===== config.mk =====
export PLATFORM = sky130hd
export DESIGN_NAME = sar_cds_sequencer
export DESIGN_NICKNAME = d
export VERILOG_FILES = /design/src/rtl/sar_pkg.sv /design/src/rtl/sar_pix_fifo.sv /design/src/rtl/sar_cds_sequencer.sv
export SDC_FILE = /design/constraint.sdc
export NUM_CORES = 1
export LEC_CHECK = 0
export BUFFER_PORTS_ARGS = -buffer_cell sky130_fd_sc_hd__buf_2
export CAP_MARGIN = 25
export CORE_ASPECT_RATIO = 1.1
export CORE_MARGIN = 2
export CORE_UTILIZATION = 50
export CTS_BUF_LIST = sky130_fd_sc_hd__clkbuf_8
export DETAILED_ROUTE_END_ITERATION = 10
export PLACE_DENSITY = 0.71
export SETUP_SLACK_MARGIN = 0.15
export SYNTH_ARGS = -nofsm -noshare
export SYNTH_HDL_FRONTEND = slang
export SYNTH_SLANG_ARGS = --single-unit

===== constraint.sdc =====
create_clock -name clk -period 2.45 [get_ports clk]
set_clock_uncertainty 0.15 [all_clocks]
set_input_delay 0.49 -clock clk [delete_from_list [all_inputs] [get_ports clk]]
set_output_delay 0.49 -clock clk [all_outputs]
set_load 0.01 [all_outputs]

===== src/rtl/sar_pkg.sv =====
// Shared types for the SAR correlated-double-sampling sequencer: FSM states,
// the FIFO entry layout and the clamped CDS subtraction.
package sar_pkg;

    localparam int PIX_RES = 8;

    typedef enum logic [2:0] {
        IDLE,
        SETTLE,
        CONV_START,
        CONV_WAIT,
        EMIT,
        ADVANCE,
        FRAME_END
    } seq_state_t;

    typedef struct packed {
        logic [PIX_RES-1:0] data;
        logic               last;
        logic               err;
    } pix_entry_t;

    // Reset level minus signal level; a borrow means the signal exceeded the
    // reset level, which is clamped to zero rather than wrapping.
    function automatic logic [PIX_RES-1:0] cds_clamp(input logic [PIX_RES-1:0] rst_val,
                                                     input logic [PIX_RES-1:0] sig_val);
        logic [PIX_RES:0] diff;
        diff = {1'b0, rst_val} - {1'b0, sig_val};
        return diff[PIX_RES] ? '0 : diff[PIX_RES-1:0];
    endfunction

endpackage


===== src/rtl/sar_pix_fifo.sv =====
// Small synchronous show-ahead FIFO for finished pixels; the head entry is
// visible on head_o whenever valid_o is high.
module sar_pix_fifo #(
    parameter int WIDTH = 10,
    parameter int DEPTH = 4
) (
    input  logic             clk,
    input  logic             reset,
    input  logic             push_i,
    input  logic [WIDTH-1:0] push_data_i,
    output logic             push_ready_o,
    input  logic             pop_i,
    output logic [WIDTH-1:0] head_o,
    output logic             valid_o
);

    localparam int AW = $clog2(DEPTH);

    logic [WIDTH-1:0] mem_q [DEPTH];
    logic [AW:0]      wr_ptr_q;
    logic [AW:0]      rd_ptr_q;
    logic             empty;
    logic             full;
    logic             do_push;
    logic             do_pop;

    assign empty        = (wr_ptr_q == rd_ptr_q);
    assign full         = (wr_ptr_q[AW] != rd_ptr_q[AW]) &&
                          (wr_ptr_q[AW-1:0] == rd_ptr_q[AW-1:0]);
    assign do_pop       = pop_i && !empty;
    // A pop in the same cycle frees a slot, so a full FIFO can still take a push.
    assign push_ready_o = !full || do_pop;
    assign do_push      = push_i && push_ready_o;
    assign valid_o      = !empty;
    assign head_o       = empty ? '0 : mem_q[rd_ptr_q[AW-1:0]];

    always_ff @(posedge clk or posedge reset) begin
        if (reset) begin
            wr_ptr_q <= '0;
            rd_ptr_q <= '0;
        end else begin
            if (do_push) wr_ptr_q <= wr_ptr_q + 1'b1;
            if (do_pop)  rd_ptr_q <= rd_ptr_q + 1'b1;
        end
    end

    always_ff @(posedge clk) begin
        if (do_push) mem_q[wr_ptr_q[AW-1:0]] <= push_data_i;
    end

endmodule


===== src/rtl/sar_cds_sequencer.sv =====
// Walks the pixel array, runs a reset-level and a signal-level SAR conversion
// per pixel, and streams the clamped difference out through a small FIFO.
module sar_cds_sequencer
    import sar_pkg::*;
#(
    parameter int RES        = PIX_RES,
    parameter int COLS       = 4,
    parameter int ROWS       = 4,
    parameter int SETTLE     = 2,
    parameter int TIMEOUT    = 32,
    parameter int FIFO_DEPTH = 4,
    localparam int RW        = (ROWS > 1) ? $clog2(ROWS) : 1,
    localparam int CW        = (COLS > 1) ? $clog2(COLS) : 1
) (
    input  logic           clk,
    input  logic           reset,
    input  logic           start,
    output logic           busy,
    output logic [RW-1:0]  row_addr,
    output logic [CW-1:0]  col_addr,
    output logic           cds_phase,
    output logic           adc_enable,
    input  logic           adc_done,
    input  logic [RES-1:0] adc_value,
    output logic [RES-1:0] pix_data,
    output logic           pix_valid,
    input  logic           pix_ready,
    output logic           pix_last,
    output logic           pix_err,
    output logic           frame_done,
    output logic           timeout_err
);

    localparam int SCW = (SETTLE > 1) ? $clog2(SETTLE) : 1;
    localparam int WCW = (TIMEOUT > 1) ? $clog2(TIMEOUT) : 1;

    localparam logic [RW-1:0]  ROW_LAST    = RW'(ROWS - 1);
    localparam logic [CW-1:0]  COL_LAST    = CW'(COLS - 1);
    localparam logic [SCW-1:0] SETTLE_LAST = SCW'(SETTLE - 1);
    localparam logic [WCW-1:0] WAIT_LAST   = WCW'(TIMEOUT - 1);

    seq_state_t     state_q, state_d;
    logic [RW-1:0]  row_q, row_d;
    logic [CW-1:0]  col_q, col_d;
    logic           phase_q, phase_d;
    logic [SCW-1:0] settle_q, settle_d;
    logic [WCW-1:0] wait_q, wait_d;
    logic [RES-1:0] rst_q, rst_d;
    logic [RES-1:0] sig_q, sig_d;
    logic           err_q, err_d;
    logic           timeout_q, timeout_d;

    logic           capture;
    logic [RES-1:0] capture_val;
    logic           is_last;
    logic           fifo_push;
    logic           fifo_push_ready;
    pix_entry_t     push_entry;
    pix_entry_t     head_entry;

    assign is_last = (row_q == ROW_LAST) && (col_q == COL_LAST);

    always_comb begin
        push_entry      = '0;
        push_entry.data = cds_clamp(rst_q, sig_q);
        push_entry.last = is_last;
        push_entry.err  = err_q;
    end

    always_ff @(posedge clk or posedge reset) begin
        if (reset) begin
            state_q   <= IDLE;
            row_q     <= '0;
            col_q     <= '0;
            phase_q   <= 1'b0;
            settle_q  <= '0;
            wait_q    <= '0;
            rst_q     <= '0;
            sig_q     <= '0;
            err_q     <= 1'b0;
            timeout_q <= 1'b0;
        end else begin
            state_q   <= state_d;
            row_q     <= row_d;
            col_q     <= col_d;
            phase_q   <= phase_d;
            settle_q  <= settle_d;
            wait_q    <= wait_d;
            rst_q     <= rst_d;
            sig_q     <= sig_d;
            err_q     <= err_d;
            timeout_q <= timeout_d;
        end
    end

    always_comb begin
        state_d     = state_q;
        row_d       = row_q;
        col_d       = col_q;
        phase_d     = phase_q;
        settle_d    = settle_q;
        wait_d      = wait_q;
        rst_d       = rst_q;
        sig_d       = sig_q;
        err_d       = err_q;
        timeout_d   = timeout_q;
        capture     = 1'b0;
        capture_val = '0;
        adc_enable  = 1'b0;
        fifo_push   = 1'b0;

        unique case (state_q)
            IDLE: begin
                if (start) begin
                    timeout_d = 1'b0;
                    row_d     = '0;
                    col_d     = '0;
                    phase_d   = 1'b0;
                    settle_d  = '0;
                    err_d     = 1'b0;
                    state_d   = sar_pkg::SETTLE;
                end
            end
            sar_pkg::SETTLE: begin
                if (settle_q == SETTLE_LAST) state_d = CONV_START;
                else                         settle_d = settle_q + 1'b1;
            end
            CONV_START: begin
                adc_enable = 1'b1;
                wait_d     = '0;
                state_d    = CONV_WAIT;
            end
            CONV_WAIT: begin
                wait_d = wait_q + 1'b1;
                // The first wait cycle may still show the previous conversion's done level.
                if ((wait_q != '0) && adc_done) begin
                    capture     = 1'b1;
                    capture_val = adc_value;
                end else if (wait_q == WAIT_LAST) begin
                    capture   = 1'b1;
                    err_d     = 1'b1;
                    timeout_d = 1'b1;
                end
                if (capture) begin
                    if (!phase_q) begin
                        rst_d    = capture_val;
                        phase_d  = 1'b1;
                        settle_d = '0;
                        state_d  = sar_pkg::SETTLE;
                    end else begin
                        sig_d   = capture_val;
                        state_d = EMIT;
                    end
                end
            end
            EMIT: begin
                if (fifo_push_ready) begin
                    fifo_push = 1'b1;
                    state_d   = ADVANCE;
                end
            end
            ADVANCE: begin
                phase_d  = 1'b0;
                err_d    = 1'b0;
                settle_d = '0;
                if (is_last) begin
                    state_d = FRAME_END;
                end else begin
                    state_d = sar_pkg::SETTLE;
                    if (col_q == COL_LAST) begin
                        col_d = '0;
                        row_d = row_q + 1'b1;
                    end else begin
                        col_d = col_q + 1'b1;
                    end
                end
            end
            FRAME_END: begin
                state_d = IDLE;
            end
            default: begin
                state_d = IDLE;
            end
        endcase
    end

    assign busy        = (state_q != IDLE) && (state_q != FRAME_END);
    assign frame_done  = (state_q == FRAME_END);
    assign timeout_err = timeout_q;
    assign row_addr    = row_q;
    assign col_addr    = col_q;
    assign cds_phase   = phase_q;

    sar_pix_fifo #(
        .WIDTH($bits(pix_entry_t)),
        .DEPTH(FIFO_DEPTH)
    ) u_fifo (
        .clk         (clk),
        .reset       (reset),
        .push_i      (fifo_push),
        .push_data_i (push_entry),
        .push_ready_o(fifo_push_ready),
        .pop_i       (pix_ready),
        .head_o      (head_entry),
        .valid_o     (pix_valid)
    );

    assign pix_data = head_entry.data;
    assign pix_last = head_entry.last;
    assign pix_err  = head_entry.err;

endmodule


# [Word level (Yosys, flattened, before mapping)]
# Memories as Yosys holds them, arrays and structs flattened.
# Index checks and enable logic that the tools add are counted.
[classes] addsub=7 mul=0 div=0 n_lt_le_gt_ge=0 n_eq_ne=22 shift=0 muxes=37 bitwise=1 reduce_logical=26
[op_table] operator="$reduce_and 4->1" n=5
[op_table] operator="$mux 3" n=6
[op_table] operator="$pmux 3 s6" n=1
[op_table] operator="$mux 8" n=2
[op_table] operator="$ne 2x2->1 const B" n=8
[op_table] operator="$mux 1" n=15
[op_table] operator="$reduce_and 3->1" n=4
[op_table] operator="$mux 10" n=1
[op_table] operator="$mux 2" n=5
[op_table] operator="$pmux 5 s2" n=1
[op_table] operator="$eq 3x3->1 const B" n=3
[op_table] operator="$sub 8x8->9" n=1
[op_table] operator="$pmux 2 s2" n=2
[op_table] operator="$add 3x1->3 const B" n=2
[op_table] operator="$eq 3x2->1 const B" n=2
[op_table] operator="$logic_and 1x1->1" n=6
[op_table] operator="$pmux 1 s3" n=2
[op_table] operator="$reduce_bool 2->1" n=3
[op_table] operator="$reduce_bool 3->1" n=2
[op_table] operator="$add 5x1->5 const B" n=1
[op_table] operator="$eq 5x5->1 const B" n=1
[op_table] operator="$reduce_bool 5->1" n=1
[op_table] operator="$add 2x1->2 const B" n=2
[op_table] operator="$eq 2x2->1 const B" n=2
[op_table] operator="14 further kinds" n=15
[totals] regBits=38 latch_bits=0 ramBits=40 mem_bits_ro=0 in_bits=13 out_inout_bits=20 memories=1
[mem_list] memory="u_fifo.mem_q" depth=4 width=10 rd=1 rd_clocked_by_memory_dff=0 wr=1 line_no="sar_pix_fifo.sv:19" rtl="logic [WIDTH-1:0] mem_q [DEPTH];"

# [Logic depth before layout (Yosys ltp)]
[logic_depth] depth_word=9 ltp_mapped=8

# [By module]
# Synthesis repeated with hierarchy kept, for this count alone.
[unflattened] cells_unflattened=308 hier_area_um2=3908.7
[by_module_without_submodules] module="sar_cds_sequencer" instances=1 cells_per_inst=206 area_per_inst_um2=1991.9 seq_area_each_um2=800.8
[by_module_without_submodules] module="sar_pix_fifo" instances=1 cells_per_inst=102 area_per_inst_um2=1916.8 seq_area_each_um2=1351.3

# [Worst setup path after synthesis]
# No wires, ideal clock.
[synth_path] path_kind="register to register" startpoint="register rst_q[0]" endpoint="memory u_fifo.mem_q[0][9] (data pin)" setup_ns=0.290 arrival_ns=1.959 t_required_ns=2.010 path_slack_ns=0.051 stages_incl_launch_ff=9 path_buffers=0 period_less_slack_ns=2.399 path_cell_list="dfrtp_1 > inv_1 > ha_1 > inv_1 > fa_1 > a211oi_1 > o21ai_0 > a31oi_1 > nor4_1"
[synth_lines] element="start: declaration" line_no="sar_cds_sequencer.sv:48" rtl="logic [RES-1:0] rst_q, rst_d;"
[synth_lines] element="start signal: assignment" line_no="sar_cds_sequencer.sv:89" rtl="rst_q <= rst_d;"
[synth_lines] element="end: declaration" line_no="sar_pix_fifo.sv:19"

# [Final worst setup path]
[layout_path] startpoint="register u_fifo.rd_ptr_q[0]" endpoint="output pix_data[1]"
[layout_between] elab_chain_cells=2
[layout_lines] element="start: declaration" line_no="sar_pix_fifo.sv:21" rtl="logic [AW:0] rd_ptr_q;"
[layout_lines] element="start signal: assignment" line_no="sar_pix_fifo.sv:43" rtl="if (do_pop) rd_ptr_q <= rd_ptr_q + 1'b1;"
[layout_lines] element="$mem_v2 4x10 or $eq 3x3->1 (tied branches)"
[layout_lines] element="$mux 10 *" line_no="sar_pix_fifo.sv:35" rtl="assign head_o = empty ? '0 : mem_q[rd_ptr_q[AW-1:0]];"
[layout_lines] element="end: declaration" line_no="sar_cds_sequencer.sv:25" rtl="output logic [RES-1:0] pix_data,"
# Mark *: on every way between the ends. The rest lies on a longest branch, timed or not.

==> impl_metrics.json <==
{
  "cpMaxStageDelayCell": "mux4_2",
  "grt_pass1_vias": 2490,
  "synth_xor_area_frac": 0.0181,
  "cts_sinks": 78,
  "clk_pin_slew_ns": 0.08,
  "dp_slack_ns": 0.0447,
  "pwr_density_cell_mw_per_mm2": 1360,
  "ys_seq_elements": 78,
  "cp_cell_sequence": "buf_8 -> mux4_2 -> and2_1 -> buf_2",
  "ff2ff_path_depth": 8,
  "cp_top_family": "multiplexers",
  "r2r_setup_slack_ns": 0.15,
  "hold_slack_ns": 0.0946,
  "cts_tree": "built",
  "synthSimpleGateAreaFrac": 0.127,
  "start_util": 0.518,
  "max_slew_margin": 0.627,
  "min_path_type": "primary input to async pin",
  "vias": 2571,
  "period_share": 0.960,
  "syn_inst": 308,
  "synth-edff-count": 40,
  "die_x_um": 87.9,
  "placed_cell_area_mm2": 0.00427,
  "synth_top_family_by_area": "compound AO/OA/AOI/OAI gates",
  "p_sw_frac": 0.371,
  "cp_slowest_stage_delay_ns": 0.48,
  "stdcell_area_mm2": 0.00466,
  "syn_avg_cell_area_um2": 12.6,
  "synthFlopType": "edfxtp_1",
  "synth-compound-area-share": 0.127,
  "drc": 0,
  "drt_pass1_iterations": 4,
  "antenna_found_initial": 0,
  "grt-ovfl-total": 0,
  "antenna_cells": 0,
  "yosys_warnings": 0,
  "path_buf_inv": 2,
  "regToRegEndpoint": "u_fifo.mem_q[1][8]$_DFFE_PP_",
  "cts.path.max_buffers": 2,
  "setup_slack_ns": 0.0986,
  "root_buffer": "clkbuf_8",
  "final_common_cell": "edfxtp_1",
  "clkPwrFrac": 0.163,
  "synth-async-reset-ratio": 0.487,
  "area_delta_synth_final_pct": 20.4,
  "critPathArrivalTime_ns": 1.71,
  "synth_fp_nets": 341,
  "peakVddDrop_v": 0.000564,
  "r2r_start": "rst_q[0]$_DFFE_PP0P_",
  "io_pins": 33,
  "end_kind": "primary output",
  "syn_area_mm2": 0.00387,
  "seqCellArea_mm2": 0.00215,
  "path_max_fanout": 7,
  "clk_latency_ns": 0.34,
  "io_buffer_count": 32,
  "p_leak_nw": 2.00,
  "place_congestion": 0.755,
  "wl_um": 7180,
  "cts_buffers": 9,
  "yosys.area_share.adder": 0.0666,
  "pwr-share-seq": 0.326,
  "setup.worst_path.class": "register to primary output",
  "maxCapViolCount": 0,
  "die_y_um": 96.3,
  "grt_pass1_wl_um": 11900,
  "layout_common_cells": "edfxtp_1 (40), dfrtp_1 (37), buf_2 (26)",
  "core_area_mm2": 0.00747,
  "post_route_cells_drive_above_1_share": 0.301,
  "finalHoldViolations": 0,
  "fin_crit_ns": 2.35,
  "finish.utilization": 0.624,
  "multi_input_area_mm2": 0.00173,
  "grt_max_degree": 39,
  "rsz0062_at_grt": "yes",
  "hpwl_um": 5030,
  "seq_area_frac_synth": 0.556,
  "p_int_w": 0.00399,
  "rows": 33,
  "htree_levels": 3,
  "fin_setup_tns_ns": 0,
  "post_drt_wl_per_cell_um": 15.2,
  "tightest_slew_ns": 0.557,
  "synthMuxAreaShare": 0.0753,
  "setup_viol": 0,
  "dieArea_mm2": 0.00846,
  "track_usage": 0.187,
  "drt_iter0_markers": 132,
  "viasPerCell": 5.46,
  "status": "complete, no violations",
  "ys_types": 51,
  "max_freq_ghz": 0.425,
  "switchingPower_w": 0.00236,
  "layout.nets": 395,
  "worstSetupStartpointType": "register",
  "combPwrFrac": 0.511,
  "ant_nets": 0,
  "fill_cells": 584,
  "drv_slew": 0,
  "cp.required_ns": 1.81
}
[how the worst max path moves through the flow]
stage	to	cells past startpoint	slack, ns	startpoint
6_report	pix_data[1]	4	0.1	u_fifo.rd_ptr_q[0]$_DFFE_PP0P_
5_1_grt	pix_data[5]	4	0.02	u_fifo.rd_ptr_q[0]$_DFFE_PP0P_
4_1_cts	pix_data[5]	5	0.06	u_fifo.rd_ptr_q[0]$_DFFE_PP0P_
3_5_place_dp	u_fifo.mem_q[2][9]$_DFFE_PP_	5	0.04	rst_q[1]$_DFFE_PP0P_
3_3_place_gp	u_fifo.mem_q[0][8]$_DFFE_PP_	8	0.12	rst_q[0]$_DFFE_PP0P_
2_1_floorplan	u_fifo.mem_q[0][8]$_DFFE_PP_	8	0.19	rst_q[0]$_DFFE_PP0P_
[tightest hold or removal path: stages]
cell and delay (ns):
buf_2 0.09, inv_1 0.04, buf_4 0.41
[sequential cells by signal, indices dropped and copies added (netlist names), 2 cells and up]
name	cells
rst_q	8
u_fifo.wr_ptr_q	3
row_addr	2
wait_q	5
col_addr	2
sig_q	8
state_q	3
u_fifo.rd_ptr_q	3
u_fifo.mem_q	40
[metal layers]
| layer | global-route usage | vias up | wire [µm] | part of all wire |
|---|---|---|---|---|
| met2 | 0.313 | 40 | 3640 | 0.51 |
| met4 | 0.0679 | 0 | 105 | 0.015 |
| li1 | - | 1258 | - | - |
| met3 | 0.0429 | 12 | 191 | 0.027 |
| met1 | 0.239 | 1261 | 3240 | 0.45 |
| met5 | 0 | - | 0 | 0 |
[Yosys cell counts (5+ instances only)]
cell,count,area [µm²]
inv_1,21,78.8
xnor2_1,6,52.6
a22o_1,18,158
clkbuf_1,5,18.8
nand2b_1,5,31.3
nor2_1,13,48.8
mux4_2,10,225
a21oi_1,5,25.0
and2_1,16,100
dfrtp_1,38,951
nor3_1,7,35.0
nand2_1,16,60.1
o21ai_0,16,80.1
nor2b_1,8,50.1
a31oi_1,5,31.3
ha_1,19,238
edfxtp_1,40,1200
[cell families (layout without fill, tap and decap cells)]
logic type                 count (synthesis)  count (layout)
xor gates and xnor gates                   8               8
muxes                                     16              16
buffers and inverters                     30              88
and+or+nand+nor                           88              88
DFF                                       78              78
adders and majority gates                 20              20
AOI/OAI and AO/OA                         68              68
[repair_timing]
item / 4_1_cts / 5_1_grt
pin swaps: 6 / 15
hold buffers: 0 / 0
gates resized for setup: 11 / 25
setup buffers: 2 / 0
endpoints found under the setup margin: 43 / 53
[power groups by stage]
stage	Clock [W]	Combinational (W)	Sequential (W)
2_1_floorplan	0	0.00201	0.00204
3_3_place_gp	0	0.00271	0.00206
3_5_place_dp	0	0.00276	0.00208
4_1_cts	0.00105	0.00290	0.00205
5_1_grt	0.00110	0.00361	0.00210
6_report	0.00103	0.00325	0.00207
[layout make-up]
cell class,count,area share
Inverter,21,0.0169
Sequential cell,78,0.462
Multi-Input combinational cell,200,0.371
Timing Repair Buffer,52,0.0770
Clock buffer,9,0.0266
Clock inverter,6,0.0185
Tap cell,105,0.0282
[metrics by stage]
stage	total power, W	instances
after floorplan	0.00404	308
after detailed placement	0.00484	454
final	0.00634	471
after global routing	0.00681	471
after global placement	0.00477	454
after CTS	0.00600	471
Note: power is estimated with default switching activity, not from simulation.
